[src/rtl/instr_fetch_if.sv]
// Fetch-side bundle: redirect input, instruction-memory request/response, decode handoff.
// The master modport is the fetch unit; the slave modport is its environment.
interface instr_fetch_if;
  logic        redirect;
  logic [31:0] redirect_pc;
  logic        mem_req_valid;
  logic [31:0] mem_req_addr;
  logic        mem_req_ready;
  logic        mem_rsp_valid;
  logic [31:0] mem_rsp_data;
  logic        inst_valid;
  logic [31:0] inst_data;
  logic [31:0] inst_pc;
  logic        inst_ready;

  modport master (
    input  redirect, redirect_pc, mem_req_ready, mem_rsp_valid, mem_rsp_data, inst_ready,
    output mem_req_valid, mem_req_addr, inst_valid, inst_data, inst_pc
  );

  modport slave (
    output redirect, redirect_pc, mem_req_ready, mem_rsp_valid, mem_rsp_data, inst_ready,
    input  mem_req_valid, mem_req_addr, inst_valid, inst_data, inst_pc
  );
endinterface

[src/rtl/instr_fetch.sv]
// Instruction fetch unit: issues word reads from the fetch PC, holds returned words in an
// in-order prefetch queue and hands them to decode; redirects flush and discard stale data.
module instr_fetch #(
  parameter int          DEPTH    = 4,
  parameter logic [31:0] RESET_PC = 32'h0
) (
  input  logic           clk,
  input  logic           rst,
  instr_fetch_if.master  bus
);
  localparam int AW = (DEPTH > 1) ? $clog2(DEPTH) : 1;
  localparam int CW = AW + 1;
  localparam logic [CW:0] DEPTH_W = (CW + 1)'(DEPTH);

  logic [31:0]    fetch_pc;
  logic [31:0]    pc_q   [DEPTH];
  logic [31:0]    data_q [DEPTH];
  logic [DEPTH-1:0] filled_q;
  logic [AW-1:0]  wr_ptr, rd_ptr, fill_ptr;
  logic [CW-1:0]  alloc, drop, pending;

  logic           req_valid, req_fire;
  logic           head_valid, pop;
  logic           rsp_drop, rsp_fill;
  logic [CW:0]    used;
  logic [CW-1:0]  owed;
  logic [CW-1:0]  drop_on_redirect;

  // Credit counts both live entries and stale responses still owed by memory.
  assign used       = {1'b0, alloc} + {1'b0, drop};
  assign req_valid  = rst && !bus.redirect && (used < DEPTH_W);
  assign req_fire   = req_valid && bus.mem_req_ready;
  assign head_valid = (alloc != '0) && filled_q[rd_ptr];
  assign pop        = head_valid && bus.inst_ready;
  assign rsp_drop   = bus.mem_rsp_valid && (drop != '0);
  assign rsp_fill   = bus.mem_rsp_valid && (drop == '0) && (pending != '0);

  // On redirect every unfilled entry becomes a stale response; one arriving now is already paid.
  assign owed             = drop + pending;
  assign drop_on_redirect = (bus.mem_rsp_valid && (owed != '0)) ? owed - CW'(1) : owed;

  assign bus.mem_req_valid = req_valid;
  assign bus.mem_req_addr  = fetch_pc;
  assign bus.inst_valid    = head_valid;
  assign bus.inst_data     = data_q[rd_ptr];
  assign bus.inst_pc       = pc_q[rd_ptr];

  always_ff @(posedge clk or negedge rst) begin
    if (!rst) begin
      fetch_pc <= RESET_PC;
      wr_ptr   <= '0;
      rd_ptr   <= '0;
      fill_ptr <= '0;
      alloc    <= '0;
      drop     <= '0;
      pending  <= '0;
      filled_q <= '0;
      for (int i = 0; i < DEPTH; i++) begin
        pc_q[i]   <= '0;
        data_q[i] <= '0;
      end
    end else if (bus.redirect) begin
      fetch_pc <= bus.redirect_pc;
      wr_ptr   <= '0;
      rd_ptr   <= '0;
      fill_ptr <= '0;
      alloc    <= '0;
      pending  <= '0;
      drop     <= drop_on_redirect;
    end else begin
      if (req_fire) begin
        pc_q[wr_ptr]     <= fetch_pc;
        filled_q[wr_ptr] <= 1'b0;
        wr_ptr           <= wr_ptr + AW'(1);
        fetch_pc         <= fetch_pc + 32'd1;
      end
      // Responses fill strictly in request order, so the oldest unfilled slot is fill_ptr.
      if (rsp_fill) begin
        data_q[fill_ptr]   <= bus.mem_rsp_data;
        filled_q[fill_ptr] <= 1'b1;
        fill_ptr           <= fill_ptr + AW'(1);
      end
      if (pop) begin
        rd_ptr <= rd_ptr + AW'(1);
      end
      alloc   <= alloc + CW'(req_fire) - CW'(pop);
      pending <= pending + CW'(req_fire) - CW'(rsp_fill);
      if (rsp_drop) begin
        drop <= drop - CW'(1);
      end
    end
  end

  // A response nobody asked for means the memory side broke ordering or invented data.
  assert property (@(posedge clk) disable iff (!rst)
    !(bus.mem_rsp_valid && (drop == '0) && (pending == '0)));

endmodule

[src/flat_wrapper.sv]
// flat-port wrapper written by rule: the top's interface ports become plain ports
module instr_fetch_flat 
#(
  parameter int          DEPTH    = 4,
  parameter logic [31:0] RESET_PC = 32'h0
)
  (clk, rst, bus_redirect, bus_redirect_pc, bus_mem_req_ready, bus_mem_rsp_valid, bus_mem_rsp_data, bus_inst_ready, bus_mem_req_valid, bus_mem_req_addr, bus_inst_valid, bus_inst_data, bus_inst_pc);
  instr_fetch_if bus_i ();
  input  logic clk;
  input  logic rst;
  input wire logic [$bits(bus_i.redirect)-1:0] bus_redirect;
  input wire logic [$bits(bus_i.redirect_pc)-1:0] bus_redirect_pc;
  input wire logic [$bits(bus_i.mem_req_ready)-1:0] bus_mem_req_ready;
  input wire logic [$bits(bus_i.mem_rsp_valid)-1:0] bus_mem_rsp_valid;
  input wire logic [$bits(bus_i.mem_rsp_data)-1:0] bus_mem_rsp_data;
  input wire logic [$bits(bus_i.inst_ready)-1:0] bus_inst_ready;
  output wire logic [$bits(bus_i.mem_req_valid)-1:0] bus_mem_req_valid;
  output wire logic [$bits(bus_i.mem_req_addr)-1:0] bus_mem_req_addr;
  output wire logic [$bits(bus_i.inst_valid)-1:0] bus_inst_valid;
  output wire logic [$bits(bus_i.inst_data)-1:0] bus_inst_data;
  output wire logic [$bits(bus_i.inst_pc)-1:0] bus_inst_pc;
  assign bus_i.redirect = bus_redirect;
  assign bus_i.redirect_pc = bus_redirect_pc;
  assign bus_i.mem_req_ready = bus_mem_req_ready;
  assign bus_i.mem_rsp_valid = bus_mem_rsp_valid;
  assign bus_i.mem_rsp_data = bus_mem_rsp_data;
  assign bus_i.inst_ready = bus_inst_ready;
  assign bus_mem_req_valid = bus_i.mem_req_valid;
  assign bus_mem_req_addr = bus_i.mem_req_addr;
  assign bus_inst_valid = bus_i.inst_valid;
  assign bus_inst_data = bus_i.inst_data;
  assign bus_inst_pc = bus_i.inst_pc;
  instr_fetch #(.DEPTH(DEPTH), .RESET_PC(RESET_PC)) u_core (.clk(clk), .rst(rst), .bus(bus_i));
endmodule
[config.mk]
export PLATFORM = sky130hd
export DESIGN_NAME = instr_fetch_flat
export DESIGN_NICKNAME = d
export VERILOG_FILES = /design/src/rtl/instr_fetch_if.sv /design/src/rtl/instr_fetch.sv /design/src/flat_wrapper.sv
export SDC_FILE = /design/constraint.sdc
export NUM_CORES = 1
export LEC_CHECK = 0
export ABC_AREA = 1
export CAP_MARGIN = 40
export CORE_UTILIZATION = 54
export DETAILED_ROUTE_END_ITERATION = 8
export HOLD_SLACK_MARGIN = 0.06
export PLACE_DENSITY = 0.85
export SKIP_CTS_REPAIR_TIMING = 1
export SYNTH_ARGS = -nofsm -noshare
export SYNTH_HDL_FRONTEND = slang
export SYNTH_SLANG_ARGS = --single-unit
[constraint.sdc]
create_clock -name clk -period 2.6 [get_ports clk]
set_clock_uncertainty 0.1 [all_clocks]
set_input_delay 0.26 -clock clk [delete_from_list [all_inputs] [get_ports clk]]
set_output_delay 0.26 -clock clk [all_outputs]
set_load 0.02 [all_outputs]
Yosys cells after proc, flatten, opt, wreduce, memory -nomap -nowiden
Index checks and enable logic that the tools add are counted.
{"block": "op_classes", "n_addsub": 12, "magnitude_cmp": 11, "muxes": 34, "n_bitwise": 7, "reduce_logical": 25}
{"operator": "$bwmux 128", "n": 2}
{"operator": "$mux 32", "n": 8}
{"operator": "$bmux 32 s2", "n": 2}
{"operator": "$demux 32 s2", "n": 2}
{"operator": "$add 32x1->32 const B", "n": 1}
{"operator": "$mux 3", "n": 5}
{"operator": "$logic_and 1x1->1", "n": 13}
{"operator": "$mux 2", "n": 6}
{"operator": "$mux 4", "n": 3}
{"operator": "$reduce_bool 3->1", "n": 4}
{"operator": "$ge 3x3->1 const B", "n": 3}
{"operator": "$lt 2x3->1 const B", "n": 3}
{"operator": "$not 2->3", "n": 3}
{"operator": "$reduce_bool 2->1", "n": 4}
{"operator": "$add 2x1->2 const B", "n": 3}
{"operator": "$add 3x1->3", "n": 2}
{"operator": "$lt 3x1->1 const B", "n": 2}
{"operator": "$sub 3x1->3", "n": 2}
{"operator": "$sub 3x1->3 const B", "n": 2}
{"operator": "$add 3x3->4", "n": 1}
{"operator": "$and 4x4->4", "n": 1}
{"operator": "$demux 1 s2", "n": 2}
{"operator": "$ge 2x1->1 const B", "n": 2}
{"operator": "$lt 4x3->1 const B", "n": 1}
{"operator": "other kinds (9)", "n": 12}
{"block": "word_totals", "register_bits": 307, "input_bits": 70, "output_inout_bits": 98, "wordCells": 105}

Longest topological paths before layout
{"block": "depth", "ltp_word": 10, "depth_mapped": 15, "mapped_depth_nobuf": 13}

Least setup slack after synthesis
No wires, ideal clock.
{"block": "synth_timing", "path_type": "register to register", "start": "register u_core.drop[2]", "end": "register u_core.pending[2]", "setup_time_ns": 0.086, "arrival_time_ns": 2.346, "t_required_ns": 2.414, "slack_ns": 0.067, "stages_incl_launch_ff": 12, "path_buffers": 1, "synth_period_minus_slack_ns": 2.533, "cell_sequence": "dfrtp_1 -> ha_1 -> nand3b_2 -> nor2_2 -> nand2_1 -> clkinv_2 -> buf_2 -> ha_1 -> inv_1 -> fa_1 -> and3_1 -> nor3_1"}
{"block": "synth_via", "elab_chain_len": 7, "word_cells_on_any_way": 10, "cone_classes": "add/sub: 3; order compare: 1; mux: 1; reduce/logical: 5"}
{"element": "start, declared", "line_no": "instr_fetch.sv:20", "source": "logic [CW-1:0] alloc, drop, pending;"}
{"element": "start signal, assigned", "line_no": "instr_fetch.sv:69", "source": "drop <= drop_on_redirect;"}
{"element": "start signal, assigned", "line_no": "instr_fetch.sv:89", "source": "drop <= drop - CW'(1);"}
{"element": "$add 3x3->4", "line_no": "instr_fetch.sv:30", "source": "assign used = {1'b0, alloc} + {1'b0, drop};"}
{"element": "$lt 4x3->1", "line_no": "instr_fetch.sv:31", "source": "assign req_valid = rst && !bus.redirect && (used < DEPTH_W);"}
{"element": "$logic_and 1x1->1", "line_no": "instr_fetch.sv:31"}
{"element": "via bus_mem_req_valid", "line_no": "flat_wrapper.sv:17", "source": "output wire logic [$bits(bus_i.mem_req_valid)-1:0] bus_mem_req_valid;"}
{"element": "$logic_and 1x1->1", "line_no": "instr_fetch.sv:32", "source": "assign req_fire = req_valid && bus.mem_req_ready;"}
{"element": "$add 3x1->3", "line_no": "instr_fetch.sv:87", "source": "pending <= pending + CW'(req_fire) - CW'(rsp_fill);"}
{"element": "$sub 3x1->3", "line_no": "instr_fetch.sv:87"}
{"element": "$mux 3", "line_no": "instr_fetch.sv:62", "source": "end else if (bus.redirect) begin"}
{"element": "end signal, assigned", "line_no": "instr_fetch.sv:87"}
{"element": "end, declared", "line_no": "instr_fetch.sv:20"}
The timed path passes the listed nets, and every way through them passes these cells.
A chain may end at the register's enable or synchronous reset.

Worst setup path after layout
{"block": "layout_timing", "start": "register u_core.rd_ptr[0]", "end": "output bus_inst_data[27]"}
{"block": "layout_via", "elab_chain_len": 4}
{"element": "start, declared", "line_no": "instr_fetch.sv:19", "source": "logic [AW-1:0] wr_ptr, rd_ptr, fill_ptr;"}
{"element": "start signal, assigned", "line_no": "instr_fetch.sv:84", "source": "rd_ptr <= rd_ptr + AW'(1);"}
{"element": "$not 2->3 (not written as such)", "line_no": "instr_fetch.sv:45", "source": "assign bus.inst_data = data_q[rd_ptr];"}
{"element": "$bmux 32 s2", "line_no": "instr_fetch.sv:45"}
{"element": "$mux 32 (not written as such) (2 in series)", "line_no": "instr_fetch.sv:45"}
{"element": "end, declared", "line_no": "flat_wrapper.sv:20", "source": "output wire logic [$bits(bus_i.inst_data)-1:0] bus_inst_data;"}
No other way between the ends. The select of a mux whose other input is x is not followed.

==> flow_summary_export.csv <==
group,metric,value,unit
outcome,outcome,"finished, violations left",
outcome,violations,"negative setup slack",
timing,max_slew_margin,45.58,%
grt,grt_pass1_wl,63620,um
yosys,synth-adder-area-share,2.093,%
grt,grtUsageMet3,4.018,%
yosys,synthDistinctLibCells,34,
finish,nets,2043,
min_path,hold_class,"input pin to register",
clock_network,path_clk_slew,60,ps
floorplan,num_rows,60,
route,drt_iter0_markers,1518,
grt,antenna_found_initial,0,
yosys,synth-xor-area-share,0.5317,%
yosys,synth_top_area_share,51.82,%
power,sw_frac_of_total,33.16,%
yosys,synthCells,1821,
route,wl_per_cell,17.18,um
grt,grtUsageMet2,45.71,%
timing,rsz0062_at_grt,"yes",
yosys,synth-compound-area-share,16.97,%
setup_path,critical_path_class,"register to output port",
yosys,muxShareOfSynthArea,0,%
yosys,ys.warnings.count,0,
floorplan,dieArea,0.02812,mm2
yosys,synth_area_leaders,"dfrtp_1 (52%), nand2_1 (13%), o21ai_0 (6.8%), o21ai_1 (6.8%), nor2_1 (5.0%)",
floorplan,fp.dieH,167.7,um
route,ant_nets,0,
timing,clock.fmax,356.2,MHz
place,detailed_place_hpwl,24850,um
setup_path,cp-end-kind,"output port",
place,gp_congestion,0.9864,
setup_path,slowest_stage,"clkdlybuf4s50_1",
timing,finalWorstSetupSlack,-207.4,ps
clock_network,cts_tree,"done",
setup_path,crit_family,"buffers and inverters",
power,combPwrFrac,28.6,%
place,port_buffers,167,
yosys,synth_top_family_by_area,"simple AND/OR/NAND/NOR gates",
timing,worstMarginPinSlew,816.3,ps
floorplan,dieWidth,167.7,um
route,via_per_inst,5.726,
clock_network,h-tree-depth,2,
power,p_per_area,856.4,mW/mm2
yosys,ys_seq_area_share,51.82,%
finish,fill_cells,2096,
clock_network,clk_path_buf_depth,3,
yosys,synth_edf_count,0,
route,drt_wl_total,39790,um
timing,final_max_slew_viol_count,0,
route,drt_first_pass_iters,5,
finish,diodes,0,
power,power_switching,5.090,mW
timing,setup_viol,1,
yosys,syn_nets,1914,
route,drc,0,
finish,drive_above_1_share,5.975,%
grt,met1_usage,39.33,%
yosys,syn_avg_cell_area,8.141,um2
grt,overflow,0,
timing,period_needed,2807,ps
route,vias,13261,
setup_path,cp_data_arrival_time,2450,ps
clock_network,cts_made_buffers,34,
yosys,synthArstFlopShare,100.0,%
clock_network,cts.sink_count,307,
yosys,syn_area,0.01483,mm2
grt,grtUsageTotal,28.10,%
floorplan,io_pins,168,
power,internal-power,10.26,mW
timing,finalHoldViolCount,0,
finish,area_growth,20.91,%
setup_path,worst-path-buf-inv,2,
timing,period_share,108.0,%
grt,grt_max_degree,80,
setup_path,crit_path_start_kind,"register",
clock_network,cts_root_buf,"clkbuf_16",
power,power.share.sequential,39.6,%
yosys,synth-seq-cells,307,
setup_path,cp.required,2240,ps
yosys,yosys.cell_count.top_type,"nand2_1",
yosys,ys_top_cells_by_count,"nand2_1 (508), dfrtp_1 (307), o21ai_0 (201), o21ai_1 (201), nor2_1 (196)",
grt,grt_pass1_vias,12626,
job,maxCapViolCount,0,
finish,final_area,0.01793,mm2
floorplan,core_area,0.02695,mm2
power,finalPower,15.35,mW
power,clockPowerShare,31.8,%
setup_path,crit_path_max_incr_delay,650,ps
power,ir_drop,389.9,uV
setup_path,path_cells,"buf_12 -> o21ai_0 -> o22ai_1 -> clkdlybuf4s50_1",
place,placed_area,0.01654,mm2
setup_path,crit_path_max_fanout,79,
floorplan,start_util,55.01,%
clock_network,clkLatencyLatePin,520,ps
power,p_leak,9.197,nW
yosys,synth-simple-area-share,20.39,%
yosys,ys.flop_type,"dfrtp_1",
yosys,yosysTopAreaCell,"dfrtp_1",
grt,top_usage_layer,"met2",
## metrics by stage
step	setup slack [ps]	instances	hold slack [ps]	TNS (ps)	util (%)
after floorplan	67.37	1821	-135.6	0	-
final	-207.4	2316	211.7	-207.4	66.51
after global routing	-258.4	2316	223.2	-259.9	66.51
after detailed placement	109.5	2251	288.3	0	61.36
after global placement	132.4	2251	288.5	0	61.36
after CTS	-308.0	2312	-252.0	-10720	65.61
## power by group through the flow
| stage | clock (mW) | sequential (mW) | combinational [mW] |
|---|---|---|---|
| floorplan | 0 | 6.08 | 2.60 |
| global placement | 0 | 6.10 | 4.23 |
| detailed placement | 0 | 6.12 | 4.35 |
| CTS | 4.94 | 6.05 | 4.40 |
| global route | 5.13 | 6.15 | 4.83 |
| finish | 4.89 | 6.07 | 4.39 |
## sequential cells by signal, indices dropped and copies added (netlist names)
name                     count
u_core.drop                  3
u_core.data_q              128
u_core.fill_ptr              2
u_core.alloc                 3
u_core.bus.mem_req_addr     32
u_core.wr_ptr                2
u_core.filled_q              4
u_core.rd_ptr                2
u_core.pending               3
u_core.pc_q                128
## kinds of logic (layout without fill, tap and decap cells)
group                      after synthesis  in the layout
AOI/OAI and AO/OA                      482            482
xor gates and xnor gates                 9              9
adders and majority gates               23             23
buffers and inverters                  227            381
DFF                                    307            307
and+or+nand+nor                        773            773
## final cells by class
| type | instances | area, um2 | area share (%) |
|---|---|---|---|
| well taps | 341 | 426.7 | 2.380 |
| flip-flops and latches | 307 | 7687 | 42.88 |
| clock inverters | 11 | 152.6 | 0.8515 |
| clock buffers | 50 | 991.0 | 5.528 |
| repair buffers | 205 | 2280 | 12.72 |
| multi-input cells | 1287 | 5953 | 33.21 |
| inverters | 115 | 435.4 | 2.429 |
## cell usage in the layout (no fill, tap or decap), types with 2 or more instances in the layout
| cell type | count |
|---|---|
| inv_1 | 111 |
| clkbuf_1 | 8 |
| nand2_2 | 9 |
| clkinv_2 | 5 |
| bufinv_16 | 3 |
| buf_4 | 26 |
| clkbuf_16 | 35 |
| ha_1 | 20 |
| dlymetal6s2s_1 | 65 |
| buf_16 | 2 |
| o21ai_0 | 199 |
| o22ai_1 | 64 |
| o21ai_1 | 202 |
| nand3_1 | 52 |
| buf_12 | 8 |
| nor2_4 | 2 |
| nor2_1 | 196 |
| inv_2 | 2 |
| dfrtp_1 | 305 |
| clkbuf_8 | 8 |
| clkdlybuf4s50_1 | 100 |
| xnor2_1 | 2 |
| a21oi_1 | 6 |
| inv_6 | 2 |
| o211ai_1 | 6 |
| xor2_1 | 7 |
| nor2_2 | 3 |
| o21ai_2 | 2 |
| nand2_1 | 504 |
| fa_1 | 3 |
## per-layer routing
metal | routed length [um] | share of wire, %
met5 | 0 | 0
met4 | 774 | 1.9
met3 | 2991 | 7.5
met2 | 19000 | 48
met1 | 17020 | 43
## worst register-to-register path, delay by kind of cell (launching register included)
| kind | cells | cell delay (ps) |
|---|---|---|
| adders and majority gates | 4 | 990 |
| and+or+nand+nor | 4 | 480 |
| DFF | 1 | 400 |
| buffers and inverters | 4 | 280 |
| AOI/OAI and AO/OA | 1 | 90 |
## path summary, 6_finish.rpt
| path | start | end | slack, ps | cells after the start |
|---|---|---|---|---|
| setup / recovery | u_core.rd_ptr[0]$_DFFE_PN0P_ | bus_inst_data[27] | -210 | 4 |
| max in group asynchronous | rst | u_core.pc_q[1]$_DFFE_PN0P_ | 730 | 4 |
| setup reg to reg | u_core.drop[0]$_DFFE_PN0P_ | u_core.pending[2]$_DFF_PN0_ | 170 | 13 |
| min in group asynchronous | rst | u_core.data_q[68]$_DFFE_PN0P_ | 340 | 3 |
| hold / removal | bus_redirect_pc[10] | u_core.bus.mem_req_addr[10]$_DFFE_PN0P_ | 210 | 3 |
| hold reg to reg | u_core.data_q[95]$_DFFE_PN0P_ | u_core.data_q[95]$_DFFE_PN0P_ | 380 | 2 |
No activity file was read; power rests on OpenSTA's default activity.
